<file path="config.mk">
export PLATFORM = sky130hd
export DESIGN_NAME = dll_delay_ctrl_flat
export DESIGN_NICKNAME = d
export VERILOG_FILES = /design/src/rtl/dll_delay_ctrl_if.sv /design/src/rtl/dll_delay_ctrl.sv /design/src/flat_wrapper.sv
export SDC_FILE = /design/constraint.sdc
export NUM_CORES = 1
export LEC_CHECK = 0
export ABC_AREA = 0
export CORE_UTILIZATION = 45
export CTS_CLUSTER_DIAMETER = 120
export DETAILED_ROUTE_END_ITERATION = 10
export GPL_TIMING_DRIVEN = 0
export PLACE_DENSITY = 0.62
export SETUP_SLACK_MARGIN = 0.02
export SYNTH_ARGS = -nofsm -noshare
export SYNTH_HDL_FRONTEND = slang
export SYNTH_SLANG_ARGS = --single-unit
</file>
<file path="constraint.sdc">
create_clock -name clk_ext -period 5.05 [get_ports clk_ext]
set_input_delay 0.7575 -clock clk_ext [delete_from_list [all_inputs] [get_ports clk_ext]]
set_output_delay 0.7575 -clock clk_ext [all_outputs]
set_load 0.05 [all_outputs]
</file>
<file path="src/rtl/dll_delay_ctrl_if.sv">
`default_nettype none
// ============================================================================
// Module   : dll_delay_ctrl_if
// Purpose  : Bundles the phase-detector decision stream and the delay-line
//            code / lock status of the FMDLL delay controller.
// Ports    : comp, comp_valid, restart  - phase detector / supervisor side
//            Q, lock, state             - controller outputs
// Modports : slave  - the delay controller (consumes comp, drives Q)
//            master - the environment (drives comp, observes Q)
// Revision : 1.0 - initial release
// ============================================================================
interface dll_delay_ctrl_if #(
  parameter int W = 10
);
  logic         comp;
  logic         comp_valid;
  logic         restart;
  logic [W-1:0] Q;
  logic         lock;
  logic [1:0]   state;

  modport slave (
    input  comp,
    input  comp_valid,
    input  restart,
    output Q,
    output lock,
    output state
  );

  modport master (
    output comp,
    output comp_valid,
    output restart,
    input  Q,
    input  lock,
    input  state
  );
endinterface
`default_nettype wire

</file>
<file path="src/rtl/dll_delay_ctrl.sv">
`default_nettype none
// ============================================================================
// Module   : dll_delay_ctrl
// Purpose  : Closes the FMDLL loop. Consumes the phase detector COMP bit and
//            steers the delay-line code Q: a coarse binary (SAR) search,
//            followed by a majority-filtered bang-bang tracking loop with
//            lock detection based on direction reversals.
// Ports    : clk_ext     in  1  reference clock, rising edge
//            rst_n       in  1  asynchronous active-low reset
//            bus.comp        in  1  PD decision, 1 = delay too short
//            bus.comp_valid  in  1  one strobe per DIV_M period
//            bus.restart     in  1  re-enter the acquisition sequence
//            bus.Q           out W  delay-line code (registered)
//            bus.lock        out 1  loop locked (registered)
//            bus.state       out 2  0=IDLE 1=SEARCH 2=TRACK
// Config   : DLL_DELAY_CTRL_SAR_EN - when defined, the SAR search state is
//            built; otherwise acquisition starts tracking directly from
//            mid-scale.
// Revision : 1.0 - initial release
// ============================================================================
module dll_delay_ctrl #(
  parameter int W         = 10,
  parameter int FILT_LEN  = 3,
  parameter int SETTLE    = 2,
  parameter int LOCK_CNT  = 4,
  parameter int LOCK_LOSS = 4
) (
  input  logic              clk_ext,
  input  logic              rst_n,
  dll_delay_ctrl_if.slave   bus
);

  // --------------------------------------------------------------------------
  // Derived widths and typed constants
  // --------------------------------------------------------------------------
  localparam int c_FW = $clog2(FILT_LEN + 1);   // window sample/ones counters
  localparam int c_RW = $clog2(LOCK_CNT + 1);   // reversal counter
  localparam int c_LW = $clog2(LOCK_LOSS + 1);  // run counter

  localparam logic [W-1:0]    c_MID        = {1'b1, {(W-1){1'b0}}};
  localparam logic [W-1:0]    c_QMAX       = {W{1'b1}};
  localparam logic [2:0]      c_SETTLE     = 3'(SETTLE);
  localparam logic [c_FW-1:0] c_FILT_LAST  = c_FW'(FILT_LEN - 1);
  localparam logic [c_FW-1:0] c_FILT_HALF  = c_FW'(FILT_LEN / 2);
  localparam logic [c_RW-1:0] c_LOCK_CNT   = c_RW'(LOCK_CNT);
  localparam logic [c_LW-1:0] c_LOCK_LOSS  = c_LW'(LOCK_LOSS);

  typedef enum logic [1:0] {
    ST_IDLE   = 2'd0,
    ST_SEARCH = 2'd1,
    ST_TRACK  = 2'd2
  } state_t;

  // Acquisition entry point after reset or restart.
`ifdef DLL_DELAY_CTRL_SAR_EN
  localparam state_t c_ENTRY = ST_SEARCH;
  localparam int     c_IW    = (W > 1) ? $clog2(W) : 1;
  localparam logic [W-1:0]    c_ONE      = {{(W-1){1'b0}}, 1'b1};
  localparam logic [c_IW-1:0] c_IDX_TOP  = c_IW'(W - 1);
`else
  localparam state_t c_ENTRY = ST_TRACK;
`endif

  // --------------------------------------------------------------------------
  // Registers
  // --------------------------------------------------------------------------
  state_t             r_state;
  logic [W-1:0]       r_q;
  logic               r_lock;
  logic [2:0]         r_settle;   // strobes still to discard after a Q write
  logic [c_FW-1:0]    r_ones;     // ones seen in the current window
  logic [c_FW-1:0]    r_cnt;      // samples seen in the current window
  logic [c_RW-1:0]    r_rev;      // consecutive direction reversals
  logic [c_LW-1:0]    r_run;      // length of current same-direction run; 0 = no step yet
  logic               r_dir;      // direction of the previous step, 1 = up
`ifdef DLL_DELAY_CTRL_SAR_EN
  logic [c_IW-1:0]    r_bit_idx;  // SAR bit under trial
`endif

  // --------------------------------------------------------------------------
  // Tracking decision
  // --------------------------------------------------------------------------
  logic [c_FW-1:0]    w_ones_total;
  logic               w_win_done;
  logic               w_up;
  logic               w_sat;
  logic [c_RW-1:0]    w_rev_nxt;
  logic [c_LW-1:0]    w_run_nxt;

  assign w_ones_total = r_ones + {{(c_FW-1){1'b0}}, bus.comp};
  assign w_win_done   = (r_cnt == c_FILT_LAST);
  assign w_up         = (w_ones_total > c_FILT_HALF);
  // A step that would leave the code range is still a step for the lock
  // bookkeeping, but Q and the settle counter are left untouched.
  assign w_sat        = w_up ? (r_q == c_QMAX) : (r_q == '0);

  // Reversal/run bookkeeping for the step being decided this cycle.
  always_comb begin
    w_rev_nxt = r_rev;
    w_run_nxt = r_run;
    if (r_run == '0) begin
      // First step after acquisition entry has no predecessor to compare with.
      w_run_nxt = {{(c_LW-1){1'b0}}, 1'b1};
    end else if (w_up != r_dir) begin
      w_run_nxt = {{(c_LW-1){1'b0}}, 1'b1};
      w_rev_nxt = (r_rev == c_LOCK_CNT) ? r_rev : r_rev + 1'b1;
    end else begin
      w_rev_nxt = '0;
      w_run_nxt = (r_run == c_LOCK_LOSS) ? r_run : r_run + 1'b1;
    end
  end

`ifdef DLL_DELAY_CTRL_SAR_EN
  // --------------------------------------------------------------------------
  // SAR trial: resolve the bit under test from comp, then tentatively set the
  // next lower bit.
  // --------------------------------------------------------------------------
  logic [W-1:0] w_bit;
  logic [W-1:0] w_sar_q;

  always_comb begin
    w_bit   = c_ONE << r_bit_idx;
    w_sar_q = bus.comp ? r_q : (r_q & ~w_bit);
    if (r_bit_idx != '0) begin
      w_sar_q = w_sar_q | (w_bit >> 1);
    end
  end
`endif

  // --------------------------------------------------------------------------
  // Main state machine
  // --------------------------------------------------------------------------
  always_ff @(posedge clk_ext or negedge rst_n) begin
    if (!rst_n) begin
      r_state   <= ST_IDLE;
      r_q       <= '0;
      r_lock    <= 1'b0;
      r_settle  <= '0;
      r_ones    <= '0;
      r_cnt     <= '0;
      r_rev     <= '0;
      r_run     <= '0;
      r_dir     <= 1'b0;
`ifdef DLL_DELAY_CTRL_SAR_EN
      r_bit_idx <= '0;
`endif
    end else if ((r_state == ST_IDLE) || bus.restart) begin
      // Acquisition entry; restart beats a coincident comp_valid so the
      // sample of this cycle is dropped.
      r_state   <= c_ENTRY;
      r_q       <= c_MID;
      r_lock    <= 1'b0;
      r_settle  <= c_SETTLE;
      r_ones    <= '0;
      r_cnt     <= '0;
      r_rev     <= '0;
      r_run     <= '0;
      r_dir     <= 1'b0;
`ifdef DLL_DELAY_CTRL_SAR_EN
      r_bit_idx <= c_IDX_TOP;
`endif
    end else if (bus.comp_valid) begin
      if (r_settle != '0) begin
        // Delay line still settling after the last code change.
        r_settle <= r_settle - 1'b1;
      end else begin
        case (r_state)
`ifdef DLL_DELAY_CTRL_SAR_EN
          ST_SEARCH: begin
            // Every SAR decision writes Q, including the last one.
            r_q      <= w_sar_q;
            r_settle <= c_SETTLE;
            if (r_bit_idx == '0) begin
              r_state <= ST_TRACK;
            end else begin
              r_bit_idx <= r_bit_idx - 1'b1;
            end
          end
`endif
          ST_TRACK: begin
            if (w_win_done) begin
              r_ones <= '0;
              r_cnt  <= '0;
              r_rev  <= w_rev_nxt;
              r_run  <= w_run_nxt;
              r_dir  <= w_up;
              if (w_rev_nxt == c_LOCK_CNT) begin
                r_lock <= 1'b1;
              end else if (w_run_nxt == c_LOCK_LOSS) begin
                r_lock <= 1'b0;
              end
              if (!w_sat) begin
                r_q      <= w_up ? (r_q + 1'b1) : (r_q - 1'b1);
                r_settle <= c_SETTLE;
              end
            end else begin
              r_ones <= w_ones_total;
              r_cnt  <= r_cnt + 1'b1;
            end
          end
          default: begin
            // IDLE is handled above; nothing to do.
          end
        endcase
      end
    end
  end

  assign bus.Q     = r_q;
  assign bus.lock  = r_lock;
  assign bus.state = r_state;

endmodule
`default_nettype wire
</file>
<file path="src/flat_wrapper.sv">
// flat-port wrapper written by rule: the top's interface ports become plain ports
module dll_delay_ctrl_flat 
#(
  parameter int W         = 10,
  parameter int FILT_LEN  = 3,
  parameter int SETTLE    = 2,
  parameter int LOCK_CNT  = 4,
  parameter int LOCK_LOSS = 4
)
  (clk_ext, rst_n, bus_comp, bus_comp_valid, bus_restart, bus_Q, bus_lock, bus_state);
  dll_delay_ctrl_if #(.W(W)) bus_i ();
  input  logic clk_ext;
  input  logic rst_n;
  input wire logic [$bits(bus_i.comp)-1:0] bus_comp;
  input wire logic [$bits(bus_i.comp_valid)-1:0] bus_comp_valid;
  input wire logic [$bits(bus_i.restart)-1:0] bus_restart;
  output wire logic [$bits(bus_i.Q)-1:0] bus_Q;
  output wire logic [$bits(bus_i.lock)-1:0] bus_lock;
  output wire logic [$bits(bus_i.state)-1:0] bus_state;
  assign bus_i.comp = bus_comp;
  assign bus_i.comp_valid = bus_comp_valid;
  assign bus_i.restart = bus_restart;
  assign bus_Q = bus_i.Q;
  assign bus_lock = bus_i.lock;
  assign bus_state = bus_i.state;
  dll_delay_ctrl #(.W(W), .FILT_LEN(FILT_LEN), .SETTLE(SETTLE), .LOCK_CNT(LOCK_CNT), .LOCK_LOSS(LOCK_LOSS)) u_core (.clk_ext(clk_ext), .rst_n(rst_n), .bus(bus_i));
endmodule
</file>
# Word-level counts from Yosys, hierarchy flattened
# Cells that the tools add are included.
# totals
inputBits	5
out_inout_bits	13
ff_bits	26
wordCells	95
# classes
n_addsub	7
n_lt_le_gt_ge	1
eq_ne	10
reduce_logical	16
mux	52
# op_table
operator	n
two-way mux 10 bit	7
two-way mux 3 bit	22
two-way mux 2 bit	10
two-way mux 1 bit	13
== test 3 bit, second input constant	4
nonzero test 3 bit	4
adder 10 x 1 -> 10 bit, second input constant	1
== test 10 bit, second input constant	1
zero test 10 bit	1
AND reduction 5 bit	2
subtractor 10 x 1 -> 10 bit, second input constant	1
AND reduction 4 bit	2
adder 3 x 1 -> 3 bit, second input constant	2
nonzero test 2 bit	3
zero test 3 bit	1
!= test 3 bit, second input constant	1
AND reduction 3 bit	1
subtractor 3 x 1 -> 3 bit, second input constant	1
adder 2 x 1 -> 2 bit	1
adder 2 x 1 -> 2 bit, second input constant	1
== test 2 bit, second input constant	1
> comparator 2 x 1 -> 1 bit, second input constant	1
zero test 2 bit	1
!= test 2 x 1 -> 1 bit, second input constant	1
other kinds (3)	3

# Logic depth before layout (Yosys ltp)
# Gate-level depths: netlist (run 1).
# depth
word_depth	13
depth_mapped	8
ltp_nobuf	8

# Least setup slack after synthesis (run 1)
# No wires, ideal clock.
# synth_timing
path_type	input-to-reg
from	input bus_comp
to	register u_core.r_q[9], in the netlist u_core.bus.Q[9]
arrival_ps	2957
setup_time_ps	119
slack_ps	1974
n_path_buf	0
stages	8
t_required_ps	4931
cell_sequence	ha_1 xnor2_2 ha_1 a211oi_1 o21ai_0 a21o_1 a2111oi_0 o21ba_1
# synth_between
elab_chain_cells	9
word_cells_on_any_way	12
classes_between	add/sub (1); order compare (1); eq/ne (1); mux (8); reduce/logical (1)
# synth_rtl
item	line	rtl
from (decl)	flat_wrapper.sv:14	input wire logic [$bits(bus_i.comp)-1:0] bus_comp;
adder 2 x 1 -> 2 bit *	dll_delay_ctrl.sv:90	assign w_ones_total = r_ones + {{(c_FW-1){1'b0}}, bus.comp};
> comparator 2 x 1 -> 1 bit *	dll_delay_ctrl.sv:92	assign w_up = (w_ones_total > c_FILT_HALF);
two-way mux 10 bit	dll_delay_ctrl.sv:193	r_q <= w_up ? (r_q + 1'b1) : (r_q - 1'b1);
two-way mux 10 bit	dll_delay_ctrl.sv:192	if (!w_sat) begin
two-way mux 10 bit	dll_delay_ctrl.sv:181	if (w_win_done) begin
two-way mux 10 bit	dll_delay_ctrl.sv:167	case (r_state)
two-way mux 10 bit	dll_delay_ctrl.sv:163	if (r_settle != '0) begin
two-way mux 10 bit	dll_delay_ctrl.sv:162	end else if (bus.comp_valid) begin
two-way mux 10 bit	dll_delay_ctrl.sv:147	end else if ((r_state == ST_IDLE) || bus.restart) begin
to (signal assigned)	dll_delay_ctrl.sv:151	r_q <= c_MID;
to (signal assigned)	dll_delay_ctrl.sv:193	
to (decl)	dll_delay_ctrl.sv:68	logic [W-1:0] r_q;
# Every way passes the cells marked *; elsewhere a longest branch is shown, timed or not. The select of a mux whose other input is x is not followed.
# A chain may end at the register's enable or synchronous reset.

# Final worst setup path (run 1)
# Same ends and word-level chain as after synthesis.

==> results.md, run 1 <==
Layout:
- The fill cell instance count of the final layout is 325.
- The area growth from synthesis to layout is 16.06%.
- The finished layout holds 259 standard cells, fillers aside.
- The area of all placed cells without fillers is 2107 sq um.
- The share of cells above drive strength 1 is 0.06161.
- The share of the core filled with cells in the final layout is 0.5587.
- In the final design database the tool counted 233 nets.
- 0 antenna diodes ended up in the layout.

Worst setup path:
- In this run the critical register-to-register path is captured at u_core.bus.Q[9]$_DFFE_PN0P_.
- In this run the worst setup path terminates at u_core.bus.Q[9]$_DFFE_PN0P_.
- The startpoint-to-endpoint class of the critical path is in2reg.
- Data arrives at the worst endpoint at 3.91 ns.
- The startpoint class of the critical path is an input port.
- The required time of the critical path is 5.22 ns.
- The worst setup path is captured at a flip-flop.
- The number of cells on the worst reg-to-reg path is 8.
- The top fanout value on the critical path is 15.
- In this run the critical register-to-register path is launched from u_core.r_ones[0]$_DFFE_PN0P_.
- The most critical setup path has its startpoint at bus_comp.
- The flop-to-flop setup slack is 1.83 ns.

Timing:
- The number of pins with negative max-slew slack in the final report is 0.
- The number of endpoints failing setup at the final stage is 0.
- The worst relative slew slack is 0.1994.
- Derived from the worst setup path, the maximum achievable clock frequency is 0.2680 GHz.
- The post-route fraction of the period consumed by the critical path is 0.7388.
- The clock arrives with 0.007630 ns of skew.
- Subtracting the final worst setup slack from the clock period gives 3.731 ns.
- In the post-route analysis, the smallest setup slack over all paths is 1.319 ns.
- The count of endpoints failing hold in the final timing report is 0.
- The total negative slack for setup checks is 0 ns.
- Setup repair after global routing left no endpoint under its margin.
- At the pin with the least slew margin, the transition time is 1.197 ns.

Clock network:
- The CTS root buffer is clkbuf_8.
- The number of setup buffers added after CTS is 0.
- Clock latency on the worst-skew pair, taken at its later pin, is 0.27 ns.
- The number of buffers on the longest clock path is 2.
- The CTS buffer count is 3.
- In this run, post-CTS hold repair placed 0 buffers.
- The tree built by TritonCTS fans out to 26 sinks.
- In this run the number of H-tree levels came out at 1.
- The register clock-pin slew on the reported worst setup and hold paths is 0.10 ns.
- Post-CTS repair changed the size of 0 cells.
- TritonCTS built the clock tree.

Synth:
- In the synthesized netlist the async set-or-reset flop fraction comes to 1.000.
- The mean post-synth cell area is 9.505 sq um.
- After synthesis the cells add up to 1815 sq um.
- The biggest area contributor in the post-synthesis netlist is dfrtp_1.
- The synthesized net count is 212.
- The post-synthesis sequential area ratio is 0.3584.
- For this run, the number of Yosys warnings is 0.
- In this run, synthesis inferred 0 flip-flops with an integrated enable.
- The share of synthesized area in the top cell type comes to 0.3584.
- In the post-synthesis netlist, the biggest area contributors are dfrtp_1 (36%), ha_1 (10%), o31ai_1 (4.5%).
- The number of different library cells used by synthesis comes to 48.
- After synthesis the netlist holds a flip-flop and latch count of 26.
- The main flop type after synthesis is dfrtp_1.
- The most repeated cell in the gate-level netlist after synthesis is dfrtp_1.
- Ranked by instance count, the synthesized netlist is headed by dfrtp_1 (26), nand2_1 (20), ha_1 (15), o21ai_0 (15), o31ai_1 (11).
- The synthesized instance count is 191.

Power and ir drop:
- The relative contribution of the clock network to total power is 0.229.
- The part of the total power dissipated in combinational logic is 0.430.
- The analysis attributes to net switching a power of 0.2926 mW.
- The maximum vdd ir drop is 0.2197 mV.
- The static power due to leakage is 0.9204 nW.
- For this design the ratio of total power to cell area is 359.0 nW/um^2.
- The internal cell power is 0.4637 mW.
- The fraction of power spent switching nets is 0.3869.
- The share of total power in sequential cells is 0.341.

Placement:
- The count of placed standard cells including taps is 255.
- The count of buffers added on input and output ports is 16.
- The congestion estimate from routability-driven global placement came to 0.7965.
- Detailed placement finished with a half-perimeter wire length of 2951 um.
- The area of placed instances is 2036 sq um.
- The pre-CTS setup slack is 1.047 ns.

Run status:
- The flow ran to the end, and the final reports show no timing, DRC or antenna violations.

Route:
- The first detailed-routing pass took 4 iterations.
- For this block, the routed nets add up to 3948 um of wire.
- The number of antenna-violating nets in the routed design is 0.
- The post-detailed-route via-to-cell ratio is 5.699.
- The number of DRC violations after detailed-routing iteration 0 is 88.
- After detailed routing, the number of remaining DRC violations is 0.
- The routed layout has 1,476 vias.
- After detailed routing, the average wire length per cell comes to 15.24 um.

Die:
- The initial cell density of the core is 0.4814.
- The die area is 4292 sq um.
- The die extent in y is 65.52 um.
- In this run the horizontal extent of the chip is 65.52 um.
- In this run the standard cell core region covers 3771 sq um.
- The floorplan row count is 22.
- In this run the count of I/O pins placed on the die edge is 18.

Flow run:
- The tool flagged a number of max-cap violations equal to 0.

GRT:
- The total track usage is 0.2018.
- Entering global routing, the biggest net connects 27 pins.
- The wire length of the first global-routing pass is 6699 um.
- The number of global-route vias before repair came to 1,502.
- The number of antenna violations at the first check in global routing is 0.
- Global routing finished with a remaining overflow of 0.

Worst hold path:
- The path class of the tightest hold or removal check is reg2reg.
- The startpoint identified for the worst hold timing path is u_core.bus.lock$_DFFE_PN0P_.
-- layer usage --
layer,vias up,wire length [um],global-route usage
met3,2,39,0.01042
met5,-,0,0
met2,12,2008,0.3789
li1,741,-,-
met4,0,34,0.07880
met1,721,1866,0.2377
-- power by group through the flow --
| stage | Sequential [mW] | Clock [mW] | Combinational, mW |
|---|---|---|---|
| finish | 0.258 | 0.174 | 0.325 |
| floorplan | 0.312 | 0 | 0.187 |
| global route | 0.262 | 0.187 | 0.354 |
| detailed placement | 0.262 | 0 | 0.324 |
| global placement | 0.260 | 0 | 0.315 |
| CTS | 0.258 | 0.178 | 0.326 |
-- cells by family (layout without fill, tap and decap cells) --
family                   count (synthesis)  count (layout)  synth area share
AND/OR/NAND/NOR                         60              60            0.1757
buffers and inverters                   14              34           0.03790
multiplexers                             1               1          0.006202
flip-flops                              26              26            0.3584
XOR/XNOR                                10              10           0.06064
adder cells (fa/ha/maj)                 16              16            0.1144
AO/OA/AOI/OAI                           62              62            0.2426
other                                    2               2          0.004137
-- stage by stage --
| step | power (mW) | hold WS, ns |
|---|---|---|
| 2_1_floorplan | 0.4990 | 0.4538 |
| 4_1_cts | 0.7617 | 0.5174 |
| 5_1_grt | 0.8032 | 0.5425 |
| 3_3_place_gp | 0.5749 | 0.4686 |
| 6_report | 0.7564 | 0.5091 |
| 3_5_place_dp | 0.5853 | 0.4922 |
-- state kept, by name, indices dropped and copies added, names as in the netlist --
signal,flops
u_core.r_settle,3
u_core.r_dir,1
u_core.r_rev,3
u_core.r_run,3
u_core.bus.Q,10
u_core.bus.lock,1
u_core.r_cnt,2
u_core.r_ones,2
u_core.bus.state,1
-- worst min-delay path by stage --
stage / cells after the start / endpoint / slack (ns)
final: 1 / u_core.bus.lock$_DFFE_PN0P_ / 0.51
after global routing: 1 / u_core.bus.lock$_DFFE_PN0P_ / 0.54
after CTS: 2 / u_core.r_dir$_DFFE_PN0P_ / 0.52
after detailed placement: 1 / u_core.bus.lock$_DFFE_PN0P_ / 0.49
after global placement: 2 / u_core.r_ones[0]$_DFFE_PN0P_ / 0.47
after floorplan: 2 / u_core.r_ones[0]$_DFFE_PN0P_ / 0.45
-- layout by cell type (no fill, tap or decap), types with 2 or more instances in the layout --
master / netlist / routed
a21oi_1: 7 / 7
a22o_1: 2 / 2
xor2_1: 4 / 4
o21bai_1: 2 / 2
nand2_1: 20 / 20
ha_1: 15 / 15
a21o_1: 7 / 7
clkdlybuf4s50_1: 0 / 16
nor3b_1: 3 / 3
xnor2_1: 4 / 4
nand2b_1: 4 / 4
conb_1: 2 / 2
a22oi_1: 2 / 2
nor2_1: 7 / 7
o21ai_0: 15 / 15
nand4_1: 5 / 5
a32o_1: 2 / 2
dfrtp_1: 26 / 26
and3_1: 2 / 2
a211oi_1: 4 / 4
clkbuf_8: 0 / 3
nor4_1: 3 / 3
inv_1: 8 / 8
o31ai_1: 11 / 11
a31oi_1: 2 / 2
nor3_1: 4 / 4
clkbuf_1: 2 / 2
nor2b_1: 5 / 5
buf_4: 2 / 2
-- cell type report --
| cell class | count | area (sq um) | share of cell area |
|---|---|---|---|
| plain buffers | 6 | 38.79 | 0.01841 |
| clock buffers | 3 | 41.29 | 0.01960 |
| clock inverters | 1 | 30.03 | 0.01425 |
| inverters | 8 | 30.03 | 0.01425 |
| multi-input cells | 151 | 1096 | 0.5202 |
| flip-flops and latches | 26 | 650.6 | 0.3088 |
| well taps | 48 | 60.06 | 0.02850 |
| repair buffers | 16 | 160.2 | 0.07601 |
-- critical path, cell delays in order --
cell,delay [ns]
clkdlybuf4s50_1,0.40
ha_1,0.27
xnor2_2,0.67
ha_1,0.39
a211oi_1,0.37
o21ai_0,0.24
a21o_1,0.23
a2111oi_0,0.38
o21ba_1,0.19
Power figures use the tool's default switching activity.
==> run 2: changes to the inputs <==
Clock period 5.05 ns to 3.8 ns, I/O delays scaled along.
==> results of run 2 <==
The final DEF is identical to that of run 1. Status: completed.
Main changes from that run: setup slack after placement 1.047 ns -> -0.01534 ns; setup slack after layout 1.319 ns -> 0.2564 ns; register-to-register setup slack 1.83 ns -> 0.58 ns; total power 0.7564 mW -> 1.005 mW; worst IR drop on VDD 0.2197 mV -> 0.2920 mV
==> run 3: changes to the inputs <==
Settings changed: CTS_CLUSTER_DIAMETER 120 to 100, CTS_CLUSTER_SIZE set to 40.
==> results of run 3 <==
The final DEF is identical to that of run 1. Status: completed.
Main changes from that run: setup slack after placement 1.047 ns -> -0.01534 ns; setup slack after layout 1.319 ns -> 0.2564 ns; register-to-register setup slack 1.83 ns -> 0.58 ns; total power 0.7564 mW -> 1.005 mW; worst IR drop on VDD 0.2197 mV -> 0.2920 mV
